===== src/rtl/fp_pkg.sv =====
// Shared floating-point definitions for the integer-to-float converter and
// the floating-point comparator that consumes its results.
package fp_pkg;

    // IEEE 754 single-precision field layout
    localparam int FP_WIDTH   = 32;
    localparam int EXP_WIDTH  = 8;
    localparam int FRAC_WIDTH = 23;
    localparam int EXP_BIAS   = 127;
    localparam int SIGN_BIT   = FP_WIDTH - 1;

    // Exponent of a value whose leading one sits at bit 31 of the magnitude
    localparam logic [EXP_WIDTH-1:0] EXP_INT_MSB = EXP_WIDTH'(EXP_BIAS + 31);

    // Zero always converts to positive zero
    localparam logic [FP_WIDTH-1:0] POS_ZERO = 32'h0000_0000;

    typedef enum logic [1:0] {
        IDLE,
        NORM,
        ROUND,
        DONE
    } conv_state_e;

    typedef struct packed {
        logic                  sign;
        logic [EXP_WIDTH-1:0]  exp;
        logic [FRAC_WIDTH-1:0] frac;
    } fp32_t;

endpackage


===== src/rtl/fp_round_nearest_even.sv =====
// Round-to-nearest-even for a 23-bit fraction given guard and sticky bits.
// A carry out of the fraction bumps the exponent; the fraction then wraps to
// zero, which is exactly the next power of two.
module fp_round_nearest_even
    import fp_pkg::*;
(
    input  logic [FRAC_WIDTH-1:0] mant_i,
    input  logic                  guard_i,
    input  logic                  sticky_i,
    input  logic [EXP_WIDTH-1:0]  exp_i,
    output logic [FRAC_WIDTH-1:0] mant_o,
    output logic [EXP_WIDTH-1:0]  exp_o
);

    logic                round_up;
    logic [FRAC_WIDTH:0] mant_sum;

    // Round up above the halfway point, or at a tie when the fraction is odd
    always_comb begin
        round_up = guard_i & (sticky_i | mant_i[0]);
        mant_sum = {1'b0, mant_i} + (FRAC_WIDTH + 1)'(round_up);
        mant_o   = mant_sum[FRAC_WIDTH-1:0];
        exp_o    = exp_i + EXP_WIDTH'(mant_sum[FRAC_WIDTH]);
    end

endmodule


===== src/rtl/int_to_float_converter.sv =====
// Converts a signed 32-bit integer to IEEE 754 single precision. The
// magnitude is normalised one bit per cycle, then rounded to nearest-even.
// Ready/valid handshakes on both sides; all outputs come straight from flops.
module int_to_float_converter
    import fp_pkg::*;
#(
    parameter int WIDTH = 32
) (
    input  logic             clk,
    input  logic             reset,
    input  logic             in_valid,
    output logic             in_ready,
    input  logic [WIDTH-1:0] in_data,
    output logic             out_valid,
    input  logic             out_ready,
    output logic [WIDTH-1:0] out_result
);

    conv_state_e           state_q, state_d;
    logic                  in_ready_q, in_ready_d;
    logic                  out_valid_q, out_valid_d;
    logic [WIDTH-1:0]      result_q;
    logic                  sign_q;
    logic [WIDTH-1:0]      mag_q;
    logic [EXP_WIDTH-1:0]  exp_q;

    logic                  accept;
    logic                  in_is_zero;
    logic [WIDTH-1:0]      in_mag;
    logic [FRAC_WIDTH-1:0] rnd_mant;
    logic [EXP_WIDTH-1:0]  rnd_exp;

    // Operand acceptance and magnitude; negating 0x80000000 wraps back to
    // itself, which is the correct unsigned magnitude 2^31
    always_comb begin
        accept     = (state_q == IDLE) && in_valid && in_ready_q;
        in_is_zero = (in_data == '0);
        in_mag     = in_data[WIDTH-1] ? (~in_data + 1'b1) : in_data;
    end

    fp_round_nearest_even u_round (
        .mant_i   (mag_q[WIDTH-2 -: FRAC_WIDTH]),
        .guard_i  (mag_q[WIDTH-FRAC_WIDTH-2]),
        .sticky_i (|mag_q[WIDTH-FRAC_WIDTH-3:0]),
        .exp_i    (exp_q),
        .mant_o   (rnd_mant),
        .exp_o    (rnd_exp)
    );

    // State register
    // NOTE: sequential state uses non-blocking assignments so every flop
    // samples pre-edge values regardless of block ordering.
    always_ff @(posedge clk) begin
        if (reset) begin
            state_q <= IDLE;
        end else begin
            state_q <= state_d;
        end
    end

    // Next-state logic
    // NOTE: defaults at the top of each combinational block prevent latches.
    always_comb begin
        state_d = state_q;
        case (state_q)
            IDLE:  if (accept) state_d = in_is_zero ? DONE : NORM;
            NORM:  if (mag_q[WIDTH-1]) state_d = ROUND;
            ROUND: state_d = DONE;
            DONE:  if (out_ready) state_d = IDLE;
            default: state_d = IDLE;
        endcase
    end

    // Handshake outputs follow the upcoming state so they can be registered
    always_comb begin
        in_ready_d  = (state_d == IDLE);
        out_valid_d = (state_d == DONE);
    end

    // Handshake flops and datapath: capture, shift-normalise, round
    always_ff @(posedge clk) begin
        if (reset) begin
            in_ready_q  <= 1'b0;
            out_valid_q <= 1'b0;
            result_q    <= POS_ZERO;
            sign_q      <= 1'b0;
            mag_q       <= '0;
            exp_q       <= '0;
        end else begin
            in_ready_q  <= in_ready_d;
            out_valid_q <= out_valid_d;
            case (state_q)
                IDLE: begin
                    if (accept) begin
                        sign_q <= in_data[WIDTH-1];
                        mag_q  <= in_mag;
                        exp_q  <= EXP_INT_MSB;
                        if (in_is_zero) begin
                            result_q <= POS_ZERO;
                        end
                    end
                end
                NORM: begin
                    if (!mag_q[WIDTH-1]) begin
                        mag_q <= mag_q << 1;
                        exp_q <= exp_q - 1'b1;
                    end
                end
                ROUND: begin
                    result_q <= {sign_q, rnd_exp, rnd_mant};
                end
                default: ;
            endcase
        end
    end

    assign in_ready   = in_ready_q;
    assign out_valid  = out_valid_q;
    assign out_result = result_q;

endmodule


===== config.mk =====
export PLATFORM = sky130hd
export DESIGN_NAME = int_to_float_converter
export DESIGN_NICKNAME = d
export VERILOG_FILES = /design/src/rtl/fp_pkg.sv /design/src/rtl/fp_round_nearest_even.sv /design/src/rtl/int_to_float_converter.sv
export SDC_FILE = /design/constraint.sdc
export NUM_CORES = 1
export LEC_CHECK = 0
export ABC_AREA = 1
export CELL_PAD_IN_SITES_DETAIL_PLACEMENT = 1
export CELL_PAD_IN_SITES_GLOBAL_PLACEMENT = 2
export CORE_ASPECT_RATIO = 1.75
export CORE_MARGIN = 5
export CORE_UTILIZATION = 27
export CTS_BUF_LIST = sky130_fd_sc_hd__clkbuf_8
export CTS_CLUSTER_SIZE = 10
export DETAILED_ROUTE_END_ITERATION = 12
export DONT_BUFFER_PORTS = 1
export HOLD_SLACK_MARGIN = 0.1
export PLACE_DENSITY = 0.75
export SLEW_MARGIN = 15
export SYNTH_ARGS = -nofsm -noshare
export SYNTH_HDL_FRONTEND = slang
export SYNTH_SLANG_ARGS = --single-unit

===== constraint.sdc =====
create_clock -name clk -period 4.2 [get_ports clk]
set_input_delay 0.84 -clock clk [delete_from_list [all_inputs] [get_ports clk]]
set_output_delay 0.84 -clock clk [all_outputs]
set_load 0.05 [all_outputs]

# After elaboration in Yosys (flattened, before gate mapping)
# Cells that the tools add are included.
dict set report op_classes {
  addsub 4
  eq_ne 7
  muxes 15
  n_bitwise 3
  n_reduce_logical 12
}
# op n
set ops {}
lappend ops {{two-way mux 32 bit} 5}
lappend ops {{one-hot mux 32 bit (2 select lines)} 2}
lappend ops {{adder 32 x 1 -> 32 bit (second input constant)} 1}
lappend ops {{logical NOT 32 bit} 1}
lappend ops {{NOT 32 bit} 1}
lappend ops {{adder 23 x 1 -> 24 bit} 1}
lappend ops {{two-way mux 8 bit} 2}
lappend ops {{one-hot mux 8 bit (2 select lines)} 1}
lappend ops {{adder 8 x 1 -> 8 bit} 1}
lappend ops {{two-way mux 2 bit} 4}
lappend ops {{one-hot mux 2 bit (4 select lines)} 1}
lappend ops {{subtractor 8 x 1 -> 8 bit (second input constant)} 1}
lappend ops {{OR reduction 7 bit} 1}
lappend ops {{equality test 2 bit (second input constant)} 3}
lappend ops {{inequality test 2 bit (second input constant)} 3}
lappend ops {{AND reduction 3 bit} 2}
lappend ops {{logical NOT 2 bit} 2}
lappend ops {{AND reduction 2 bit} 2}
lappend ops {{nonzero test 2 bit} 2}
lappend ops {{equality test 2 x 1 -> 1 bit (second input constant)} 1}
lappend ops {{logical AND 1 bit} 2}
lappend ops {{bitwise AND 1 bit} 1}
lappend ops {{OR 1 bit} 1}
dict set report word_totals {
  regBits 77
  out_inout_bits 34
}

# Logic depth before layout (Yosys ltp)
dict set report logic_depth {
  depth_word 6
  depth_mapped 13
}

# By module
# Synthesis repeated with hierarchy kept, for this count alone.
dict set report unflattened {
  hier_cells 757
  hier_area_um2 4902.2
}
# module instances cells_each area_per_inst_um2 seq_area_each_um2
set by_module_without_submodules {}
lappend by_module_without_submodules {int_to_float_converter 1 621 4053.9 1541.5}
lappend by_module_without_submodules {fp_round_nearest_even 1 136 848.3 0.0}

# Worst setup path before layout
# No wires, ideal clock.
dict set report synth_path {
  path_kind {reg2reg}
  from {register mag_q[7]}
  to {register result_q[30], in the netlist out_result[30]}
  setup_time_ns 0.070
  arrival_time_ns 2.137
  required_ns 4.130
  setup_slack_ns 1.993
  stages_incl_launch_ff 14
  path_buffers 0
  synth_period_minus_slack_ns 2.207
  path_cell_list {dfxtp_1 nand2_1 nor2_4 nand3_2 nor2_2 nand3_1 nor3_1 ha_1 nand3_1 nor2_1 nand3_1 a21oi_1 o21ai_0 a21oi_1}
}
dict set report synth_via {
  elab_chain_len 4
}
# element line_no
set synth_rtl {}
lappend synth_rtl {{start, declared} int_to_float_converter.sv:24} ;# logic [WIDTH-1:0] mag_q;
lappend synth_rtl {{start signal, assigned} int_to_float_converter.sv:96} ;# mag_q <= in_mag;
lappend synth_rtl {{start signal, assigned} int_to_float_converter.sv:105} ;# mag_q <= mag_q << 1;
lappend synth_rtl {{bitwise AND 1 bit} fp_round_nearest_even.sv:20} ;# round_up = guard_i & (sticky_i | mant_i[0]);
lappend synth_rtl {{adder 23 x 1 -> 24 bit} fp_round_nearest_even.sv:21} ;# mant_sum = {1'b0, mant_i} + (FRAC_WIDTH + 1)'(round_up);
lappend synth_rtl {{adder 8 x 1 -> 8 bit} fp_round_nearest_even.sv:23} ;# exp_o = exp_i + EXP_WIDTH'(mant_sum[FRAC_WIDTH]);
lappend synth_rtl {{one-hot mux 32 bit (2 select lines)} int_to_float_converter.sv:92} ;# case (state_q)
lappend synth_rtl {{end signal, assigned} int_to_float_converter.sv:110} ;# result_q <= {sign_q, rnd_exp, rnd_mant};
lappend synth_rtl {{end, declared} int_to_float_converter.sv:22} ;# logic [WIDTH-1:0] result_q;
# Every way passes these cells.
# A chain may end at the register's enable or synchronous reset.

# Worst setup path after layout
# Ends and elaborated chain as after synthesis.

==> results.toml <==
[placement]
portBuffers = 0
dp.cells = 992
dpl_worst_slack_ps = 1500
post-dp-hpwl_um = 13400
gp_congestion = 0.918

[routing]
via_per_inst = 4.85
post_drt_wl_per_cell_um = 16.8
detail-route-antenna-nets = 0
dr.pass1.iters = 5
wl_um = 16900
drc_errors = 0
drt_iter0_drc = 174
vias = 4881

[floorplanning]
num_io_pins = 70
core_um2 = 17500
die_h_um = 186
initial_utilization = 0.274
die_area_um2 = 20600
die_w_um = 111
num_rows = 64

[global_routing]
grt_first_pass_wirelength_um = 27900
grt_use_total = 0.169
grt_max_degree = 66
grt_overflow = 0
grt_pass1_vias = 5242
antenna_found_initial = 0

[outcome]
status = "completed"

[synthesis]
yosys.area.top_type_share = 0.322
syn_inst = 788
synthesis.area_um2 = 4780
yosys_warnings = 0
syn_nets = 829
synth_edf_count = 0
synthTopCellsByCount = "210 x nand2_1, 96 x inv_1, 95 x nand3_1"
seq_area_frac_synth = 0.322
synth_cell_types = 30
yosysMostFrequentCell = "nand2_1"
synth_area_leaders = "dfxtp_1 32%, nand2_1 16%, nand3_1 9.9%"
syn_area_per_cell_um2 = 6.07
ys_ff_latch = 77
synthFlopType = "dfxtp_1"
yosys.area.top_type = "dfxtp_1"
async_flop_share = 0

[worst_setup_path]
crit_required_ps = 4500
r2r-start = "mag_q[7]$_SDFFE_PP0P_"
crit_path_end_kind = "register"
path_class = "register to register"
cp.arrival_ps = 3020
reg2reg_to = "out_result[30]$_SDFFE_PP0P_"
worst_setup_path_start_kind = "register"
worst_r2r_path_depth = 13
r2r_setup_slack_ps = 1490
cp_max_fo = 8
startpoint = "mag_q[7]$_SDFFE_PP0P_"

[timing]
timing_hold_violations_final = 0
fin_crit_ps = 2710
finalWorstSetupSlack_ps = 1490
fmax_mhz = 368
drv_slew = 0
setup-tns-final_ps = 0
fin_skew_ps = 9.14
worstMarginPinSlew_ps = 719
timing.final.crit_share = 0.646
setup_violations = 0
rsz0062_at_grt = "false"
relSlewSlack = 0.520

[hold_path]
hold_class = "register to register"
hold_end = "mag_q[0]$_SDFFE_PP0P_"
min_path_cells = 2
hold_start = "mag_q[0]$_SDFFE_PP0P_"

[final_layout]
nets = 813
antenna_cells = 0
area_delta_synth_final_pct = 7.77
nFillCells = 2346
drive_above_1_share = 0.0541
final_cells = 1007

[cts]
cts_root_buffer = "clkbuf_8"
path_clk_slew_ps = 80
cts_tree = "built"
clockBufferDepth = 2
cts.sinks = 77
insertion_delay_ps = 360
cts_setup_buffers = 0
cts_buffers = 9
htree_levels = 3
postCtsHoldBufs = 0
post_cts_resized = 0

[run]
cap_violations = 0

[power_and_ir_drop]
powerDensity_nw_per_um2 = 350
vdd_drop_max_uv = 115
p_leak_nw = 1.95
flip-flops by register name (all words and copies together), names as in the netlist:
signal and flops:
exp_q 8, sign_q 1, out_valid 1, mag_q 32
out_result 32, state_q 2, in_ready 1
cell usage in the layout (no fill, tap or decap):
cell type  synthesis  layout
nand2_4            1       1
clkbuf_8           0      10
o21ai_1            2       2
nor3_2             1       1
o211a_1            1       1
or3_1              1       1
nor2_2             4       4
o211ai_1           5       5
nand3b_1           3       3
nand2_1          210     210
nor3_1            10      10
o22ai_1           13      13
inv_2              1       1
nor2_4             2       2
clkinv_2           0       3
a21oi_1           71      71
nand3_2            2       2
nand3_1           95      95
buf_4              0       1
bufinv_16          0       2
a31oi_1           16      16
nand4_1            4       4
xor2_1             1       1
inv_1             96      96
ha_1               5       5
nand2_2           15      15
nor2_1            84      84
o21ai_0           37      37
dfxtp_1           77      77
o21bai_1           2       2
and2_1             1       1
how the worst max path moves through the flow:
stage	to	slack [ps]	depth (start not counted)
finish	out_result[30]$_SDFFE_PP0P_	1490	13
floorplan	out_result[30]$_SDFFE_PP0P_	1990	13
CTS	out_result[30]$_SDFFE_PP0P_	1470	13
global route	out_result[30]$_SDFFE_PP0P_	1210	13
global placement	out_result[30]$_SDFFE_PP0P_	1590	13
detailed placement	out_result[30]$_SDFFE_PP0P_	1500	13
layout make-up:
class	count	area [µm²]	share of cell area
Clock buffer	10	138	0.0267
Clock inverter	5	75.1	0.0146
Inverter	97	364	0.0707
Multi-Input combinational cell	586	2740	0.531
Sequential cell	77	1540	0.299
Tap cell	231	289	0.0561
Timing Repair Buffer	1	7.51	0.00146
kinds of logic (layout without fill, tap and decap cells):
family / Yosys count / after routing / share of synthesized area
fa+ha+maj: 5 / 5 / 0.0131
flops: 77 / 77 / 0.322
compound gates: 147 / 147 / 0.166
buf+inv: 125 / 113 / 0.105
xor+xnor: 1 / 1 / 0.00183
simple gates: 433 / 433 / 0.392
report_power, final:
part           total, mW  switching (mW)  internal, mW  leakage, nW
registers          0.861          0.0783         0.783        0.626
logic              0.329           0.225         0.104         1.22
clock network      0.615           0.271         0.344        0.112
layer usage:
layer  vias to the layer above  part of all wire  track usage
met5                         -                 0            0
met4                         0             0.034       0.0754
met3                        26             0.046       0.0407
met2                        82              0.53        0.320
met1                      2245              0.39        0.177
li1                       2528                 -            -
stage by stage:
| step | total power, mW | util | hold WS, ps | area, µm² |
|---|---|---|---|---|
| 6_report | 1.81 | 0.295 | 474 | 5150 |
| 4_1_cts | 1.83 | 0.295 | 474 | 5150 |
| 3_3_place_gp | 1.21 | 0.283 | 449 | 4940 |
| 3_5_place_dp | 1.21 | 0.283 | 461 | 4940 |
| 2_1_floorplan | 1.12 | - | 440 | 4780 |
| 5_1_grt | 1.93 | 0.295 | 505 | 5150 |
critical path, stage by stage, from the launching register on:
cell and delay [ps]:
dfxtp_1 380, nand2_1 140, nor2_4 230, nand3_2 150, nor2_2 220, nand3_1 140, nor3_1 300, ha_1 270
nand3_1 130, nor2_1 190, nand3_1 140, a21oi_1 140, o21ai_0 100, a21oi_1 140
Power figures use the tool's default switching activity.
